**src/rtl/gate_sweep_checker_pkg.sv**
```systemverilog
// Shared types and constants for the gate sweep checker.
//   state_t   : sweep FSM encoding
//   CNT_W     : settle counter width (settle interval up to 15 cycles)
//   vec_count : number of input vectors for an n-input gate
package gate_sweep_pkg;

  typedef enum logic [1:0] {
    IDLE   = 2'd0,
    SETTLE = 2'd1,
    SAMPLE = 2'd2,
    DONE   = 2'd3
  } state_t;

  localparam int CNT_W = 4;

  function automatic int vec_count(input int n);
    return 1 << n;
  endfunction

endpackage

```
**src/rtl/gate_sweep_checker_settle_timer.sv**
```systemverilog
// Settle interval counter.
//   clk, rst_n : clock, async active-low reset
//   clr_i      : synchronous clear (priority over en_i)
//   en_i       : count up by one
//   tc_val_i   : terminal count value
//   tc_o       : high while the count equals tc_val_i
module settle_timer
  import gate_sweep_pkg::*;
(
  input  logic             clk,
  input  logic             rst_n,
  input  logic             clr_i,
  input  logic             en_i,
  input  logic [CNT_W-1:0] tc_val_i,
  output logic             tc_o
);

  logic [CNT_W-1:0] cnt_q, cnt_d;

  always_comb begin
    cnt_d = cnt_q;
    if (clr_i)     cnt_d = '0;
    else if (en_i) cnt_d = cnt_q + CNT_W'(1);
  end

  always_ff @(posedge clk or negedge rst_n) begin
    if (!rst_n) cnt_q <= '0;
    else        cnt_q <= cnt_d;
  end

  assign tc_o = (cnt_q == tc_val_i);

endmodule

```
**config.mk**
```make
export PLATFORM = sky130hd
export DESIGN_NAME = settle_timer
export DESIGN_NICKNAME = d
export VERILOG_FILES = /design/src/rtl/gate_sweep_checker_pkg.sv /design/src/rtl/gate_sweep_checker_settle_timer.sv
export SDC_FILE = /design/constraint.sdc
export NUM_CORES = 1
export LEC_CHECK = 0
export BUFFER_PORTS_ARGS = -buffer_cell sky130_fd_sc_hd__buf_2
export CAP_MARGIN = 40
export CORE_AREA = 2 2 39 41
export CTS_CLUSTER_DIAMETER = 80
export DETAILED_ROUTE_END_ITERATION = 12
export DIE_AREA = 0 0 41 43
export PLACE_DENSITY_LB_ADDON = 0.05
export SYNTH_ARGS = -nofsm -noshare
export SYNTH_HDL_FRONTEND = slang
export SYNTH_SLANG_ARGS = --single-unit
```
**constraint.sdc**
```tcl
create_clock -name clk -period 0.9 [get_ports clk]
set_input_delay 0.18 -clock clk [delete_from_list [all_inputs] [get_ports clk]]
set_output_delay 0.18 -clock clk [all_outputs]
set_load 0.05 [all_outputs]
```
======== Yosys cells after proc, flatten, opt, wreduce, memory -nomap -nowiden ========
Index checks and enable logic that the tools add are counted.
word-level totals
  output and inout port bits .............. 1
  flip-flop bits (word level) ............. 4
  logic and storage cells ................. 6
  input bits .............................. 8
operators by class
  reduce and logical (&&, ||, !) cells .... 1
  add/sub/neg operators ................... 1
  muxes and demuxes ....................... 2
  equality and inequality tests ........... 1
operators by type and width
  operator                                                       number
  4-bit 2-to-1 mux                                               2
  4-bit by 1-bit adder with 4-bit output, second input constant  1
  4-bit == test                                                  1
  2-bit nonzero test                                             1

======== Depth between registers and ports, before layout ========
  depth in word-level cells ............... 3
  gate-level depth with buffers ........... 3

======== Worst setup path before layout ========
No wires, ideal clock.
  path type ............................... reg-to-output
  from .................................... register cnt_q[0]
  to ...................................... output port tc_o
  cell stages (with the launch flop) ...... 3
  buffers on the path ..................... 0
  arrival time ............................ 2104 ps
  required time ........................... 720 ps
  path slack .............................. -1384 ps
  path through ............................ dfrtp_1 xor2_1 nor4_1
between the ends
  word-level cells in the longest chain between the ends .. 1
ends and longest elaborated chain
  item                    line                                   text
  start, declared         gate_sweep_checker_settle_timer.sv:18  logic [CNT_W-1:0] cnt_q, cnt_d;
  start signal, assigned  gate_sweep_checker_settle_timer.sv:28  else cnt_q <= cnt_d;
  4-bit == test           gate_sweep_checker_settle_timer.sv:31  assign tc_o = (cnt_q == tc_val_i);
  end, declared           gate_sweep_checker_settle_timer.sv:15  output logic tc_o
Every way passes these cells.

======== Worst setup path in the final report ========
  from .................................... register cnt_q[2]
  to ...................................... output port tc_o
Same word-level chain as after synthesis.

==> impl_metrics.csv <==
group,metric,value,unit
detailed_routing,firstDrtPassIters,2,
floorplan,core_area,1380,sq um
global_route,grt_max_degree,6,
timing,period_share,160,%
critical_path,rrSetupSlack,-0.20,ns
timing,rsz0062_at_grt,"yes",
logic_synthesis,netlist_area,234,sq um
clock_network,clk_pin_slew,0.04,ns
timing,fin_crit,1.44,ns
timing,clock-skew-final,0.00389,ns
detailed_routing,routed_wl,639,um
timing,slew-limit-headroom,83.4,%
global_route,grt_antenna_before_repair,0,
logic_synthesis,avgSynthCellArea,11.1,sq um
timing,hold_viol_final,0,
placement,place_area,347,sq um
pwr,power.density,1350,nW/um^2
timing,drv_slew,0,
final_layout,layout_top_registers,"cnt_q x4",
clock_network,cts_num_sinks,4,
global_route,track_usage,8.37,%
critical_path,cp_max_fo,2,
floorplan,die_width,41,um
clock_network,h-tree-depth,1,
logic_synthesis,synth_nets,30,
detailed_routing,drc_errors,0,
clock_network,tritoncts,"built",
logic_synthesis,ys_ff_latch,4,
critical_path,crit_path_start_kind,"flop",
logic_synthesis,synth_cell_types,13,
pwr,total_power,0.557,mW
pwr,irDropWorstVdd,400,uV
clock_network,cts_max_path_buffers,2,
outcome,outcome,"finished with violations",
timing,setup_viol,4,
clock_network,worstSkewPairLatency,0.24,ns
timing,setup_ws,-0.541,ns
final_layout,largest-register,"cnt_q",
clock_network,post_cts_buffers,0,
final_layout,largest_register_ffs,4,
final_layout,nNetsFinal,49,
global_route,grt_first_pass_wirelength,903,um
critical_path,worstSetupEndpointType,"primary output",
critical_path,path_class,"flop to primary output",
detailed_routing,highest_layer,"met4",
logic_synthesis,yosysSeqAreaShare,42.8,%
critical_path,arrival,1.26,ns
timing,finalSetupTns,-1.10,ns
final_layout,antennaDiodeCount,0,
final_layout,areaGrowthSynthToFinish,76.5,%
placement,dp.cells,50,
detailed_routing,met1_length,247,um
pwr,p_leak,0.203,nW
detailed_routing,post_drt_wl_per_cell,11.8,um
detailed_routing,vias_per_cell,4.15,
floorplan,io_pins,9,
timing,hold_slack,0.175,ns
floorplan,initial_core_util,16.9,%
clock_network,cts-root-buf,"clkbuf_4",
detailed_routing,wl_met2,343,um
critical_path,crit_required,0.72,ns
floorplan,fp.dieH,43,um
final_layout,nFillCells,150,
detailed_routing,drt_iter0_drc,3,
placement,port_buffers,8,
worst_hold_path,hp-class,"input port to flop",
final_layout,fin_cells,54,
final_layout,drive_above_1_share,57.9,%
global_route,grt_pass1_vias,232,
logic_synthesis,synthesis.instances,21,
placement,dp_worst_setup_slack,-0.376,ns
timing,clock.fmax,0.694,GHz
detailed_routing,met3_length,26,um
clock_network,numCtsBuffers,3,
detailed_routing,dr_total_vias,224,
run,drv_cap,0,
floorplan,core.rowCount,14,
outcome,failed_checks,"setup timing",
placement,gp_congestion,0.670,
final_layout,fin_area,413,sq um
global_route,overflow,0,
timing,tightestPinTransition,0.248,ns
detailed_routing,antenna_left,0,
final_layout,fin_util,29.8,%
floorplan,die_area,1760,sq um
logic_synthesis,ys_warn_count,0,
## kinds of logic (layout without fill, tap and decap cells)
family	after synthesis	count (layout)	synth area share, %
compound gates	2	2	6.42
xor+xnor	5	5	18.7
fa+ha+maj	1	1	5.35
buf+inv	0	17	0
flops	4	4	42.8
mux	2	2	10.7
simple gates	7	7	16.0
## worst paths after layout
check,from,end,cells after the start
max,cnt_q[2]$_DFFE_PN0P_,tc_o,3
max reg2reg,cnt_q[0]$_DFFE_PN0P_,cnt_q[3]$_DFFE_PN0P_,3
max in group asynchronous,rst_n,cnt_q[0]$_DFFE_PN0P_,2
min in group asynchronous,rst_n,cnt_q[1]$_DFFE_PN0P_,2
min reg2reg,cnt_q[2]$_DFFE_PN0P_,cnt_q[2]$_DFFE_PN0P_,3
min,clr_i,cnt_q[2]$_DFFE_PN0P_,2
## power breakdown
group          switching [mW]  leakage, nW  internal, mW
Sequential            0.00757       0.0544         0.190
Combinational          0.0672        0.135        0.0671
Clock                  0.0760       0.0138         0.149
Total                   0.151        0.203         0.407
## cell usage after synthesis
cell      n  area share (%)
nand4_1   1             2.7
a21bo_2   1             4.3
nor2b_1   1             2.7
dfrtp_1   4              43
nand3b_1  1             3.2
xnor2_1   1             3.7
mux2_4    1             6.4
mux2i_1   1             4.3
ha_1      1             5.3
nor2_1    3             4.8
a21oi_1   1             2.1
nor4_1    1             2.7
xor2_1    4              15
## metal layers
metal	vias to the layer above	GRT usage (%)
li1	107	-
met3	4	1.57
met1	104	8.14
met2	9	12.5
met5	-	0
met4	0	10.0
## cells in the final DEF (no fill, tap or decap), drive strengths merged
| master | count |
|---|---|
| a21bo | 1 |
| a21oi | 1 |
| buf | 13 |
| clkbuf | 3 |
| dfrtp | 4 |
| dlygate4sd3 | 1 |
| ha | 1 |
| mux2 | 1 |
| mux2i | 1 |
| nand3b | 1 |
| nand4 | 1 |
| nor2 | 3 |
| nor2b | 1 |
| nor4 | 1 |
| xnor2 | 1 |
| xor2 | 4 |
## timing repair
item                                    in CTS  in global routing
hold buffers                                 1                  0
gates resized for setup                      6                  1
endpoints found under the hold margin        4                  0
endpoints found under the setup margin       4                  5
## worst max-delay path: stages, from the launching register on
cell and delay (ns):
dfrtp_1 0.37, xor2_1 0.19, nor4_4 0.27, buf_6 0.19
## layout make-up
type / count / area [sq um] / area share (%)
multi-input cells: 17 / 173 / 41.8
flip-flops and latches: 4 / 100 / 24.2
repair buffers: 14 / 97.6 / 23.6
clock buffers: 3 / 22.5 / 5.45
well taps: 16 / 20.0 / 4.85
Power figures use the tool's default switching activity.
